==> config.mk <==
export PLATFORM = sky130hd
export DESIGN_NAME = orangecrab_btn_reboot
export DESIGN_NICKNAME = d
export VERILOG_FILES = /design/src/rtl/orangecrab_btn_reboot.sv
export SDC_FILE = /design/constraint.sdc
export NUM_CORES = 1
export LEC_CHECK = 0
export CAP_MARGIN = 40
export CORE_ASPECT_RATIO = 1.2
export CORE_MARGIN = 8
export CORE_UTILIZATION = 55
export DETAILED_ROUTE_END_ITERATION = 6
export PLACE_DENSITY = 0.72
export SYNTH_ARGS = -nofsm -noshare
export SYNTH_HDL_FRONTEND = slang
export SYNTH_SLANG_ARGS = --single-unit
export TNS_END_PERCENT = 20
==> constraint.sdc <==
create_clock -name clk -period 2.7 [get_ports clk]
set_clock_uncertainty 0.1 [all_clocks]
set_input_delay 0.54 -clock clk [delete_from_list [all_inputs] [get_ports clk]]
set_output_delay 0.54 -clock clk [all_outputs]
set_load 0.03 [all_outputs]
==> src/rtl/orangecrab_btn_reboot.sv <==
// User-button front end: sync + debounce, short-press event, long-hold sticky reboot request.
// Optional hold-progress LED output enabled by defining BTN_REBOOT_LED_EN.
module orangecrab_btn_reboot #(
  parameter int unsigned DEBOUNCE_CYCLES = 480_000,
  parameter int unsigned HOLD_CYCLES     = 96_000_000
) (
  input  logic clk,
  input  logic rst,
  input  logic btn_n,
  output logic btn_level,
  output logic short_press,
  output logic do_reset
`ifdef BTN_REBOOT_LED_EN
  ,
  output logic hold_led
`endif
);

  localparam int unsigned DB_W   = $clog2(DEBOUNCE_CYCLES + 1);
  localparam int unsigned HOLD_W = $clog2(HOLD_CYCLES + 1);
  localparam logic [DB_W-1:0]   DB_TERM   = DB_W'(DEBOUNCE_CYCLES - 1);
  localparam logic [HOLD_W-1:0] HOLD_TERM = HOLD_W'(HOLD_CYCLES - 1);

  typedef enum logic [1:0] {
    DISARMED,
    IDLE,
    PRESSED,
    FIRED
  } state_t;

  logic              sync0;
  logic              sync1;
  logic              stable;
  logic [DB_W-1:0]   db_cnt;

  state_t            state;
  state_t            state_d;
  logic [HOLD_W-1:0] hold_cnt;
  logic [HOLD_W-1:0] hold_d;
  logic              short_d;
  logic              do_reset_d;

  // Sync flops reset to 0 so the button reads as pressed until a release is seen.
  always_ff @(posedge clk) begin
    if (rst) begin
      sync0 <= 1'b0;
      sync1 <= 1'b0;
    end else begin
      sync0 <= btn_n;
      sync1 <= sync0;
    end
  end

  always_ff @(posedge clk) begin
    if (rst) begin
      stable <= 1'b0;
      db_cnt <= '0;
    end else if (sync1 != stable) begin
      if (db_cnt == DB_TERM) begin
        stable <= ~stable;
        db_cnt <= '0;
      end else begin
        db_cnt <= db_cnt + 1'b1;
      end
    end else begin
      db_cnt <= '0;
    end
  end

  assign btn_level = ~stable;

  always_ff @(posedge clk) begin
    if (rst) begin
      state       <= DISARMED;
      hold_cnt    <= '0;
      short_press <= 1'b0;
      do_reset    <= 1'b0;
    end else begin
      state       <= state_d;
      hold_cnt    <= hold_d;
      short_press <= short_d;
      do_reset    <= do_reset_d;
    end
  end

  always_comb begin
    state_d = state;
    hold_d  = hold_cnt;
    case (state)
      DISARMED: if (!btn_level) state_d = IDLE;
      IDLE: begin
        if (btn_level) begin
          state_d = PRESSED;
          hold_d  = '0;
        end
      end
      PRESSED: begin
        // Terminal count wins over a release in the same cycle.
        if (hold_cnt == HOLD_TERM) begin
          state_d = FIRED;
        end else begin
          hold_d = hold_cnt + 1'b1;
          if (!btn_level) state_d = IDLE;
        end
      end
      FIRED:   state_d = FIRED;
      default: state_d = DISARMED;
    endcase
  end

  always_comb begin
    short_d    = (state == PRESSED) && (hold_cnt != HOLD_TERM) && !btn_level;
    do_reset_d = (state_d == FIRED);
  end

`ifdef BTN_REBOOT_LED_EN
  localparam int unsigned LED_BIT = ($clog2(HOLD_CYCLES) > 3) ? ($clog2(HOLD_CYCLES) - 3) : 0;

  logic hold_led_d;

  always_comb begin
    hold_led_d = 1'b0;
    case (state_d)
      PRESSED: hold_led_d = hold_d[LED_BIT];
      FIRED:   hold_led_d = 1'b1;
      default: hold_led_d = 1'b0;
    endcase
  end

  always_ff @(posedge clk) begin
    if (rst) hold_led <= 1'b0;
    else     hold_led <= hold_led_d;
  end
`endif

endmodule

; After elaboration in Yosys (flattened, before gate mapping)
; Cells that the tools add are included.
[totals]
latch_bits = 0
memories = 0
ff_bits = 53
rom_bits = 0
input_bits = 3
ramBits = 0
output_inout_bits = 3
[classes]
reduce_logical = 7
order_cmp = 0
mul = 0
bitwise_logic = 2
mux = 7
shifts = 0
eq_ne = 10
div = 0
n_addsub = 2
[op_table]
columns = operator, count
row1 = 2-to-1 mux 27 bit, 2
row2 = one-hot mux 27 bit (2 select lines), 1
row3 = "adder 27 x 1 -> 27 bit, second input constant", 1
row4 = "== test 27 bit, second input constant", 1
row5 = "!= test 27 bit, second input constant", 1
row6 = "adder 19 x 1 -> 19 bit, second input constant", 1
row7 = "== test 19 bit, second input constant", 1
row8 = one-hot mux 2 bit (4 select lines), 1
row9 = "== test 2 bit, second input constant", 3
row10 = 2-to-1 mux 2 bit, 3
row11 = "!= test 2 bit, second input constant", 2
row12 = AND reduction 3 bit, 1
row13 = OR reduction 3 bit, 1
row14 = "== test 2 x 1 -> 1 bit, second input constant", 1
row15 = logical AND 1 bit, 2
row16 = zero test 2 bit, 1
row17 = inverter 1 bit, 2
row18 = AND reduction 2 bit, 1
row19 = nonzero test 2 bit, 1
row20 = != test 1 bit, 1

; Longest topological paths before layout
[depth]
ltp_word = 4
mapped_depth = 7
ltp_nobuf = 6

; Worst setup path after synthesis
; No wires, ideal clock.
[synth_timing]
kind = register -> register
start = register hold_cnt[0]
end = register hold_cnt[8]
slack_ns = 0.700
stages_incl_launch_ff = 7
setup_ns = 0.072
required_ns = 2.528
n_path_buf = 0
arrival_time_ns = 1.829
path_cell_list = dfxtp_1 ha_1 nand4_1 nor4_1 a21oi_1 nand4_1 mux2i_1
[synth_between]
elab_chain_len = 3
word_cells_on_any_way = 6
[synth_lines]
columns = item, line_no
row1 = "start, declared", 38  ; logic [HOLD_W-1:0] hold_cnt;
row2 = "start signal, assigned", 80  ; hold_cnt <= hold_d;
row3 = adder 27 x 1 -> 27 bit or == test 27 bit (tied branches), "102, 99"
row4 = 2-to-1 mux 27 bit or != test 2 bit (tied branches), n/a
row5 = one-hot mux 27 bit (2 select lines) or AND reduction 3 bit (tied branches), n/a
; Several ways; a longest one is shown, not always the timed one. The select of a mux whose other input is x is not followed.
; A chain may end at the register's enable or synchronous reset.

; Final worst setup path
[layout_timing]
start = register hold_cnt[11]
end = register hold_cnt[8]
[layout_between]
elab_chain_len = 3
[layout_lines]
columns = item, line_no
row1 = == test 27 bit, 99  ; if (hold_cnt == HOLD_TERM) begin
row2 = != test 2 bit (no source line), n/a
row3 = AND reduction 3 bit (no source line), n/a
; Every way passes these cells.

==> out/results.tsv <==
metric	value	unit
FF+latch count, synth	53	
Storage cell area	0.001061	mm²
Worst R2R Start	hold_cnt[11]	
Final min period	2.346	ns
crit path buf inv count	0	
area share of the largest cell type after synthesis	40.95	%
Worst Setup End Kind	flop	
peak supply drop	0.0003547	V
ys flop type	dfxtp_1	
wire per inst	14.13	µm
largest cells by area after synthesis	dfxtp_1 (41%), nor2_1 (6.4%), xnor2_1 (5.7%)	
Synth Area in Compound Gates	11.35	%
site row count	27	
Root Buffer	clkbuf_8	
Simple-Gate Fraction of Synth Area	32.98	%
FILL cells	418	
GR Util All Layers	15.16	%
clock insertion delay at the later pin of the skew report	0.30	ns
mapped cell area	0.002591	mm²
most common cell after layout, fill and taps aside	dfxtp_1	
Crit-path slowest cell	or4b_4	
Yosys top cell by area	dfxtp_1	
Detailed Route Iter0 Violations	160	
grt ovf	0	
final setup vio count	0	
RD Place Congestion	0.8616	
pwr dens	447.0	mW/mm²
Top delay family on crit path	simple AND/OR/NAND/NOR gates	
final setup TNS	0	ns
Die H	91.19	µm
placed cell area	0.002715	mm²
Max-Slew Margin vs Limit	56.99	%
post-CTS setup buffer count	0	
clk slew on worst S/H paths	0.10	ns
Max H-tree Level	2	
largest net degree at the start of global routing	22	
design area	0.002801	mm²
mux cell area share after synthesis	1.931	%
worst path required time	2.84	ns
core area	0.004561	mm²
largest family of logic cells by synthesized area	simple AND/OR/NAND/NOR gates	
Area Growth Syn to Fin	8.112	%
internal reg-to-reg setup slack	0.35	ns
Setup crit start kind	flop	
drt first pass iters	4	
Adder-Cell Fraction of Synth Area	0.9657	%
DR vias/cell	5.835	
Hold Path Sink	sync1	
Post-DP HPWL	3715	µm
Setup WS post-layout	0.3538	ns
RSZ-0062 raised after global routing	no	
status	finished clean	
measured slew at the worst slew-check pin	0.6289	ns
most frequent cells in the layout	dfxtp_1 (53), nor2_1 (44), nand2_1 (19)	
global-route wire length before repair	9149	µm
Final #Nets	311	
CP Cell Sequence	or4b_4 > nor4_4 > a21oi_1 > nand4_1 > mux2i_1	
Static Leak	0.8817	nW
CP Data Arrival Time	2.48	ns
hold buffer count at cts	0	
drt drc	0	
highest attainable clock frequency	426.2	MHz
number of global-route vias before repair	2124	
hold path start	sync0	
Starting Density	56.82	%
die area	0.007173	mm²
cts bufs inserted	5	
worst hold path cell count	1	
crit share post-route	86.90	%
port buffer count	5	
diode count	0	
worst r2r path cells	5	
Net Count, Synth	301	
Post-synth EDFFs	0	
synth unique cells	52	
Seq/Total Area, Yosys	40.95	%
Cells after Synth	296	
CTS tree	yes	
pre-CTS setup slack	0.3971	ns
slowest stage delay, CP	0.57	ns
Max Cap Viol	0	
WS Path Type	reg2reg	
Multi-input gate area	0.001460	mm²
cts repair resizes	0	
share of layout cells above drive strength 1	8.170	%
WL final	5144	µm
Die X	78.66	µm
CP Max Fanout	9	
I/O pin total	6	
Ys Warns	0	
Async S/R FF share, synth	0	%
Avg Cell Area, Syn	8.754	µm²
Worst R2R End	hold_cnt[8]	
antenna-violating nets left	0	
via count	2124	
maximum clock insertion buffer count	2	
Pins Over Slew Limit	0	
final hold violation count	0	
XOR/XNOR Fraction of Synth Area	9.126	%
clk sinks	53	
min-delay worst type	reg2reg	
initial antenna violation count	0	
==> worst max-delay path by stage <==
stage | slack, ns | to | depth (start not counted) | start
after floorplan | 0.70 | hold_cnt[8] | 6 | hold_cnt[0]
after global placement | 0.44 | hold_cnt[9] | 5 | hold_cnt[11]
after detailed placement | 0.40 | hold_cnt[9] | 5 | hold_cnt[11]
after CTS | 0.38 | hold_cnt[8] | 5 | hold_cnt[11]
after global routing | 0.19 | hold_cnt[8] | 5 | hold_cnt[11]
final | 0.35 | hold_cnt[8] | 5 | hold_cnt[11]
==> stage by stage <==
stage               cells  hold WS [ns]  util (%)  power [W]
global placement      357        0.3262     59.53  0.0008249
detailed placement    357        0.3425     59.53  0.0008255
CTS                   364        0.3585     61.43   0.001272
global route          364        0.3686     61.43   0.001306
floorplan             296        0.3138         -  0.0008155
finish                364        0.3554     61.43   0.001252
==> sequential cells by signal (all words and copies together) (netlist names) <==
| register | count |
|---|---|
| short_press | 1 |
| sync1 | 1 |
| db_cnt | 19 |
| do_reset | 1 |
| sync0 | 1 |
| hold_cnt | 27 |
| stable | 1 |
| state | 2 |
==> layer usage <==
layer | part of all wire, % | vias to the layer above | global-route usage (%)
met5 | 0 | - | 0
met2 | 50 | 38 | 26.78
met1 | 45 | 993 | 16.97
met3 | 3.1 | 9 | 3.057
li1 | - | 1084 | -
met4 | 1.7 | 0 | 6.656
==> synth_stat cells (all sizes together) (2+ instances only) <==
library cell,instances
nor2,44
nor2b,2
nor3b,2
xor2,10
o21ai,9
a21oi,16
or4,5
nor4,7
buf,4
inv,7
ha,2
and2,2
o211ai,2
or3,11
and3,5
or4bb,2
dfxtp,53
or4b,2
and4,6
nand2b,2
nand3,18
mux2i,5
nand4,11
a31o,2
xnor2,17
or2,3
a2111oi,4
o31ai,3
nor3,6
clkbuf,4
o21a,2
a211oi,4
nand2,19
==> logic make-up after synthesis <==
family	after synthesis
simple gates	151
flops	53
compound gates	43
xor+xnor	27
buf+inv	15
mux	5
fa+ha+maj	2
==> cell type report <==
type / instances / area share (%)
timing repair buffer: 11 / 3.394
inverter: 7 / 0.9379
tap: 58 / 2.590
multi-input combinational: 228 / 52.12
clock buffer: 7 / 3.082
sequential: 53 / 37.87
==> report_power, final <==
group | internal (W) | switching [W] | leakage, nW | total, W
registers | 0.000783 | 0.00000104 | 0.427 | 0.000784
logic | 0.00000845 | 0.0000141 | 0.410 | 0.0000226
clock network | 0.000204 | 0.000242 | 0.0443 | 0.000446
Power figures use the tool's default switching activity.
